--- src/rtl/defines.sv ---
// rtl/defines.sv - global word width for the memory stage
`ifndef MEM_ACCESS_DEFINES_SV
`define MEM_ACCESS_DEFINES_SV
`define WORD_LEN 16
`endif

--- src/rtl/mem_access_pkg.sv ---
// rtl/mem_access_pkg.sv - shared types and constants for mem_access_unit
`include "defines.sv"

package mem_access_pkg;

   localparam int WORD_LEN = `WORD_LEN;

   // Default number of BUSY cycles tolerated before a bus access is aborted
   localparam int TIMEOUT_CYCLES_DEFAULT = 15;

   typedef enum logic [1:0] {
      ST_IDLE = 2'd0,
      ST_BUSY = 2'd1,
      ST_DONE = 2'd2
   } mem_state_e;

endpackage

--- src/rtl/mem_access_unit_if.sv ---
// rtl/mem_access_unit_if.sv - request/ack memory bus between the MEM stage and memory
interface mem_access_unit_if;
   import mem_access_pkg::*;

   logic                mem_req;
   logic                mem_we;
   logic [WORD_LEN-1:0] mem_addr;
   logic [WORD_LEN-1:0] mem_wdata;
   logic                mem_ack;
   logic [WORD_LEN-1:0] mem_rdata;

   // The MEM stage issues requests; the memory answers with ack/rdata
   modport master (
      output mem_req, mem_we, mem_addr, mem_wdata,
      input  mem_ack, mem_rdata
   );

   modport slave (
      input  mem_req, mem_we, mem_addr, mem_wdata,
      output mem_ack, mem_rdata
   );

endinterface

--- src/rtl/mem_access_unit_watchdog.sv ---
// rtl/mem_access_unit_watchdog.sv - BUSY cycle counter that flags a stuck bus access
module mem_watchdog
   import mem_access_pkg::*;
#(
   parameter int TIMEOUT_CYCLES = TIMEOUT_CYCLES_DEFAULT
) (
   input  logic clk,
   input  logic rst_n,
   input  logic busy,
   output logic expired
);

   localparam int CW = $clog2(TIMEOUT_CYCLES + 1);

   logic [CW-1:0] count_q;
   logic [CW-1:0] count_d;

   // Count consecutive BUSY cycles; any non-BUSY cycle restarts the count
   always_comb begin
      count_d = count_q;
      if (busy) begin
         count_d = count_q + CW'(1);
      end else begin
         count_d = '0;
      end
   end

   // Counter register
   always_ff @(posedge clk or negedge rst_n) begin
      if (!rst_n) begin
         count_q <= '0;
      end else begin
         count_q <= count_d;
      end
   end

   // count_q holds the number of BUSY cycles already completed, so this fires
   // during the TIMEOUT_CYCLES-th BUSY cycle
   assign expired = busy && (count_q == CW'(TIMEOUT_CYCLES - 1));

endmodule

--- src/rtl/mem_access_unit.sv ---
// rtl/mem_access_unit.sv - MEM-stage bus access FSM (optional timeout: MEM_TIMEOUT_EN)
module mem_access_unit
   import mem_access_pkg::*;
#(
   parameter int TIMEOUT_CYCLES = TIMEOUT_CYCLES_DEFAULT
) (
   input  logic                clk,
   input  logic                rst,
   input  logic [WORD_LEN-1:0] PR3_alu_out,
   input  logic [WORD_LEN-1:0] PR3_RF_out2,
   input  logic                PR3_MEM_read_en,
   input  logic                PR3_MEM_write_en,
   mem_access_unit_if.master   bus,
   output logic [WORD_LEN-1:0] MEM_out,
   output logic                MEM_stall,
   output logic                MEM_error
);

   mem_state_e          state_q, state_d;
   logic                mem_req_q, mem_req_d;
   logic                mem_we_q, mem_we_d;
   logic [WORD_LEN-1:0] mem_addr_q, mem_addr_d;
   logic [WORD_LEN-1:0] mem_wdata_q, mem_wdata_d;
   logic [WORD_LEN-1:0] mem_out_q, mem_out_d;
   logic                access;
   logic                timeout_hit;

   assign access = PR3_MEM_read_en | PR3_MEM_write_en;

`ifdef MEM_TIMEOUT_EN
   logic mem_error_q, mem_error_d;

   mem_watchdog #(
      .TIMEOUT_CYCLES (TIMEOUT_CYCLES)
   ) u_watchdog (
      .clk     (clk),
      .rst_n   (rst),
      .busy    (state_q == ST_BUSY),
      .expired (timeout_hit)
   );

   assign MEM_error = mem_error_q;
`else
   // The parameter has no effect when the access may wait forever
   localparam int unused_timeout_cycles = TIMEOUT_CYCLES;

   assign timeout_hit = 1'b0;
   assign MEM_error   = 1'b0;
`endif

   // Next-state and next-output logic for the IDLE -> BUSY -> DONE sequence
   always_comb begin
      state_d     = state_q;
      mem_req_d   = mem_req_q;
      mem_we_d    = mem_we_q;
      mem_addr_d  = mem_addr_q;
      mem_wdata_d = mem_wdata_q;
      mem_out_d   = mem_out_q;
`ifdef MEM_TIMEOUT_EN
      mem_error_d = mem_error_q;
`endif
      case (state_q)
         ST_IDLE: begin
            if (access) begin
               // a simultaneous read and write request is treated as a store
               mem_req_d   = 1'b1;
               mem_we_d    = PR3_MEM_write_en;
               mem_addr_d  = PR3_alu_out;
               mem_wdata_d = PR3_RF_out2;
               state_d     = ST_BUSY;
            end
         end
         ST_BUSY: begin
            // ack wins over a timeout landing in the same cycle
            if (bus.mem_ack) begin
               mem_req_d = 1'b0;
               if (!mem_we_q) begin
                  mem_out_d = bus.mem_rdata;
               end
               state_d = ST_DONE;
            end else if (timeout_hit) begin
               mem_req_d = 1'b0;
               mem_out_d = '1;
`ifdef MEM_TIMEOUT_EN
               mem_error_d = 1'b1;
`endif
               state_d = ST_DONE;
            end
         end
         ST_DONE: begin
            // one free cycle so the stalled pipeline advances past this access
            state_d = ST_IDLE;
         end
         default: begin
            state_d = ST_IDLE;
         end
      endcase
   end

   // State and registered bus/result outputs
   always_ff @(posedge clk or negedge rst) begin
      if (!rst) begin
         state_q     <= ST_IDLE;
         mem_req_q   <= 1'b0;
         mem_we_q    <= 1'b0;
         mem_addr_q  <= '0;
         mem_wdata_q <= '0;
         mem_out_q   <= '0;
`ifdef MEM_TIMEOUT_EN
         mem_error_q <= 1'b0;
`endif
      end else begin
         state_q     <= state_d;
         mem_req_q   <= mem_req_d;
         mem_we_q    <= mem_we_d;
         mem_addr_q  <= mem_addr_d;
         mem_wdata_q <= mem_wdata_d;
         mem_out_q   <= mem_out_d;
`ifdef MEM_TIMEOUT_EN
         mem_error_q <= mem_error_d;
`endif
      end
   end

   // Stall is combinational so the pipeline freezes in the detect cycle itself
   assign MEM_stall = (state_q == ST_BUSY) || ((state_q == ST_IDLE) && access);

   assign bus.mem_req   = mem_req_q;
   assign bus.mem_we    = mem_we_q;
   assign bus.mem_addr  = mem_addr_q;
   assign bus.mem_wdata = mem_wdata_q;
   assign MEM_out       = mem_out_q;

endmodule

--- src/flat_wrapper.sv ---
// flat-port wrapper written by rule: the top's interface ports become plain ports
module mem_access_unit_flat import mem_access_pkg::*;
#(
   parameter int TIMEOUT_CYCLES = TIMEOUT_CYCLES_DEFAULT
)
  (clk, rst, PR3_alu_out, PR3_RF_out2, PR3_MEM_read_en, PR3_MEM_write_en, MEM_out, MEM_stall, MEM_error, bus_mem_req, bus_mem_we, bus_mem_addr, bus_mem_wdata, bus_mem_ack, bus_mem_rdata);
  mem_access_unit_if bus_i ();
  input  logic clk;
  input  logic rst;
  input  logic [WORD_LEN-1:0] PR3_alu_out;
  input  logic [WORD_LEN-1:0] PR3_RF_out2;
  input  logic PR3_MEM_read_en;
  input  logic PR3_MEM_write_en;
  output logic [WORD_LEN-1:0] MEM_out;
  output logic MEM_stall;
  output logic MEM_error;
  output wire logic [$bits(bus_i.mem_req)-1:0] bus_mem_req;
  output wire logic [$bits(bus_i.mem_we)-1:0] bus_mem_we;
  output wire logic [$bits(bus_i.mem_addr)-1:0] bus_mem_addr;
  output wire logic [$bits(bus_i.mem_wdata)-1:0] bus_mem_wdata;
  input wire logic [$bits(bus_i.mem_ack)-1:0] bus_mem_ack;
  input wire logic [$bits(bus_i.mem_rdata)-1:0] bus_mem_rdata;
  assign bus_mem_req = bus_i.mem_req;
  assign bus_mem_we = bus_i.mem_we;
  assign bus_mem_addr = bus_i.mem_addr;
  assign bus_mem_wdata = bus_i.mem_wdata;
  assign bus_i.mem_ack = bus_mem_ack;
  assign bus_i.mem_rdata = bus_mem_rdata;
  mem_access_unit #(.TIMEOUT_CYCLES(TIMEOUT_CYCLES)) u_core (.clk(clk), .rst(rst), .PR3_alu_out(PR3_alu_out), .PR3_RF_out2(PR3_RF_out2), .PR3_MEM_read_en(PR3_MEM_read_en), .PR3_MEM_write_en(PR3_MEM_write_en), .bus(bus_i), .MEM_out(MEM_out), .MEM_stall(MEM_stall), .MEM_error(MEM_error));
endmodule
--- config.mk ---
export PLATFORM = sky130hd
export DESIGN_NAME = mem_access_unit_flat
export DESIGN_NICKNAME = d
export VERILOG_FILES = /design/src/rtl/mem_access_pkg.sv /design/src/rtl/mem_access_unit_if.sv /design/src/rtl/mem_access_unit_watchdog.sv /design/src/rtl/mem_access_unit.sv /design/src/flat_wrapper.sv
export VERILOG_INCLUDE_DIRS = /design/src /design/src/rtl
export SDC_FILE = /design/constraint.sdc
export NUM_CORES = 1
export LEC_CHECK = 0
export BUFFER_PORTS_ARGS = -buffer_cell sky130_fd_sc_hd__buf_4
export CAP_MARGIN = 40
export CELL_PAD_IN_SITES_DETAIL_PLACEMENT = 0
export CELL_PAD_IN_SITES_GLOBAL_PLACEMENT = 1
export CORE_ASPECT_RATIO = 1.5
export CORE_MARGIN = 4
export CORE_UTILIZATION = 35
export CTS_CLUSTER_SIZE = 14
export DETAILED_ROUTE_END_ITERATION = 10
export PLACE_DENSITY = 0.87
export SLEW_MARGIN = 10
export SYNTH_ARGS = -nofsm -noshare
export SYNTH_HDL_FRONTEND = slang
export SYNTH_SLANG_ARGS = --single-unit
export TNS_END_PERCENT = 50
--- constraint.sdc ---
create_clock -name clk -period 1.8 [get_ports clk]
set_input_delay 0 -clock clk [delete_from_list [all_inputs] [get_ports clk]]
set_output_delay 0 -clock clk [all_outputs]
set_load 0.1 [all_outputs]
Yosys cells after proc, flatten, opt, wreduce, memory -nomap -nowiden
Cells that the tools add are included.
{ "totals": {"ff_bits": 52, "wordCells": 25} }
{ "classes": {"n_eq_ne": 3, "mux": 6, "n_bitwise": 2, "n_reduce_logical": 8} }
{ "op_table": {"columns": ["cell", "count"], "rows": [
  ["$reduce_and A3 Y1", 2],
  ["$mux W2", 2],
  ["$pmux W2 S2", 1],
  ["$reduce_and A2 Y1", 2],
  ["$eq A2 B1 Y1 const B", 1],
  ["$logic_not A2 Y1", 1],
  ["$mux W1", 2],
  ["$ne A2 B1 Y1 const B", 1],
  ["$ne A2 B2 Y1 const B", 1],
  ["$pmux W1 S2", 1],
  ["$reduce_bool A2 Y1", 1],
  ["$logic_and A1 B1 Y1", 1],
  ["$logic_or A1 B1 Y1", 1],
  ["$not A1 Y1", 1],
  ["$or A1 B1 Y1", 1]
]} }

Longest topological paths before layout
{ "logic_depth": {"depth_word": 3, "ltp_mapped": 5, "mapped_depth_nobuf": 3} }

Worst setup path before layout
OpenSTA, ideal clock, no wires.
{ "synth_timing": {"path_kind": "register -> register", "from": "register u_core.mem_we_q, in the netlist u_core.bus.mem_we", "to": "register u_core.mem_out_q[10], in the netlist u_core.MEM_out[10]", "setup_ns": 0.126, "arrival_time_ns": 1.598, "t_required_ns": 1.674, "slack_ns": 0.076, "stages_incl_launch_ff": 5, "n_path_buf": 2, "period_less_slack_ns": 1.724, "path_cell_list": "dfrtp_1 -> nor2b_4 -> buf_6 -> buf_12 -> mux2_4"} }
{ "synth_between": {"elab_chain_len": 2} }
{ "synth_lines": {"columns": ["item", "line_no", "text"], "rows": [
  ["start: declaration", "mem_access_unit.sv:21", "logic mem_we_q, mem_we_d;"],
  ["start signal: assignment", "mem_access_unit.sv:115", "mem_we_q <= mem_we_d;"],
  ["$not A1 Y1 (no line)", null, null],
  ["$reduce_and A3 Y1 (no line)", null, null],
  ["end signal: assignment", "mem_access_unit.sv:118", "mem_out_q <= mem_out_d;"],
  ["end: declaration", "mem_access_unit.sv:24", "logic [WORD_LEN-1:0] mem_out_q, mem_out_d;"]
]} }
No other way between the ends.
A chain may end at the register's enable or synchronous reset.

Final worst setup path
{ "layout_timing": {"from": "register u_core.state_q[0]", "to": "register u_core.mem_we_q, in the netlist u_core.bus.mem_we"} }
{ "layout_between": {"elab_chain_len": 2} }
{ "layout_lines": {"columns": ["item", "line_no", "text"], "rows": [
  ["start: declaration", "mem_access_unit.sv:19", "mem_state_e state_q, state_d;"],
  ["start signal: assignment", "mem_access_unit.sv:113", "state_q <= state_d;"],
  ["$logic_not A2 Y1", "mem_access_unit.sv:62", "case (state_q)"],
  ["$reduce_and A2 Y1 (no line)", null, null]
]} }
No other way between the ends.

==> results.cfg <==
[clock_network]
cts_tree = done
cts_setup_buffers = 0
cts_resized = 0
clkLatencyLatePin_ns = 0.29
holdBufCountCts = 52
cts_htree_levels = 2
cts_buffer_depth = 2
clock_sinks = 52
cts_root_buffer = clkbuf_8
cts_buffers = 5
clkTransAtPathRegs_ns = 0.09

[timing]
period_share = 0.848
fin_crit_ns = 1.53
hold_viol = 0
rsz0062_at_grt = no
drv_slew = 0
finClkSkew_ns = 0.00435
max_freq_mhz = 655
tightest_slew_ns = 0.638
setup_violations = 0
maxSlewHeadroom = 0.575
fin_setup_tns_ns = 0

[global_routing]
grt_antenna_before_repair = 0
grt-ovfl-total = 0
grt_pass1_vias = 1730
grt_pass1_wl_um = 8670
grt_max_degree = 53
track_usage = 0.157

[floorplan]
die_area_um2 = 7120
initial_utilization = 0.367
die_y_um = 101
placeableCoreArea_um2 = 5530
die_w_um = 70.2
rows = 33
io_pins = 105

[flow_run]
maxCapViolCount = 0

[critical_path]
end_kind = flip-flop
crit_family = buffers and inverters
slowest_stage = dlygate4sd3_1
path_max_fanout = 5
ff2ff_setup_slack_ns = 0.27
crit_path_start_kind = flip-flop
cpPeakStageDelay_ns = 0.55
critPathBufInv = 1
cp_data_required_time_ns = 1.98
r2r_cells = 4
crit_cells = 4
arrival_ns = 1.71
path_cells = nor2_1 -> nand2_1 -> a22o_1 -> dlygate4sd3_1
crit_type = flip-flop to flip-flop

[routing]
vias = 1553
drt_pass1_iterations = 4
viasPerCell = 4.46
wl_um = 5380
drc_errors = 0
drt_iter0_markers = 34
drt.antenna.violating_nets = 0
wire_per_inst_um = 15.4

[layout]
fin_nets = 330
mostFrequentLayoutCell = buf_4
drive_gt1_frac = 0.583
num-fill-cells = 435
syn_to_final_growth_pct = 72.1
antenna-diode-count = 0
final_cell_mix = 103 x buf_4, 52 x dlygate4sd3_1, 52 x dfrtp_1, 38 x mux2_2, 10 x mux2_4

[logic_synthesis]
ys_ff_latch = 52
yosysTopAreaCellShare = 0.640
synth_top_area_cell = dfrtp_1
syn_area_per_cell_um2 = 16.9
synthCells = 120
ys_types = 19
synth.area.top_cells = dfrtp_1 64%, mux2_2 21%, mux2_4 7.4%
syn_area_um2 = 2030
synth_nets = 173
yosys_warnings = 0
ys_seq_area_frac = 0.640

[placement]
place.gp.congestion = 0.727
hpwl_um = 3410
port_buffers = 103

[hold_path]
hold_class = primary input to flip-flop
min_path_cells = 3

[status]
status = finished, final reports clean
registers in the layout, indices dropped and copies added (netlist names):
register and flops:
u_core.bus.mem_wdata 16, u_core.bus.mem_addr 16, u_core.bus.mem_req 1, u_core.bus.mem_we 1, u_core.MEM_out 16, u_core.state_q 2
tightest hold or removal path: stages:
cell and delay [ns]:
buf_4 0.12, nor3_1 0.18, a211oi_1 0.09
synth_stat cells (all sizes together):
master,count
and3b,1
buf,7
nor2b,2
a211oi,1
dfrtp,52
conb,1
nor2,2
mux2,48
a211o,1
nand2b,1
a22o,1
nand2,1
nor3,1
o21a,1
metrics by stage:
step / setup slack, ns / hold slack, ns / std cells / instance area (um2) / util
4_1_cts: 0.272 / 0.125 / 348 / 3500 / 0.633
5_1_grt: 0.200 / 0.141 / 348 / 3500 / 0.633
6_report: 0.274 / 0.129 / 348 / 3500 / 0.633
3_3_place_gp: 0.335 / 0.0700 / 288 / 2870 / 0.518
2_1_floorplan: 0.0757 / -0.296 / 120 / 2030 / -
3_5_place_dp: 0.293 / 0.0744 / 288 / 2870 / 0.518
metal layers:
layer / wire length (um) / GRT usage
met5: 0 / 0
met4: 53 / 0.0487
met3: 335 / 0.0348
met2: 3160 / 0.308
met1: 1820 / 0.163
cells by family after synthesis:
kind of cell / after synthesis / synth area share
flip-flops: 52 / 0.640
AO/OA/AOI/OAI: 4 / 0.0160
buffers and inverters: 7 / 0.0326
multiplexers: 48 / 0.284
other: 1 / 0.00184
AND/OR/NAND/NOR: 8 / 0.0252
cell type report:
type	count	area (um2)	area share
tap	70	87.6	0.0250
clock inverter	3	42.5	0.0122
clock buffer	5	68.8	0.0197
timing repair buffer	157	1330	0.381
sequential	52	1300	0.372
multi-input combinational	61	666	0.190
final timing paths:
path | to | start
max reg2reg | u_core.bus.mem_we | u_core.state_q[0]
min reg2reg | u_core.bus.mem_wdata[0] | u_core.bus.mem_wdata[0]
min | u_core.state_q[0] | PR3_MEM_read_en
min in group asynchronous | u_core.MEM_out[9] | rst
max in group asynchronous | u_core.bus.mem_wdata[12] | rst
max | u_core.bus.mem_we | u_core.state_q[0]
Power is not shown: default switching activity piles up to over one toggle a cycle in this logic, so the estimate is an artifact.
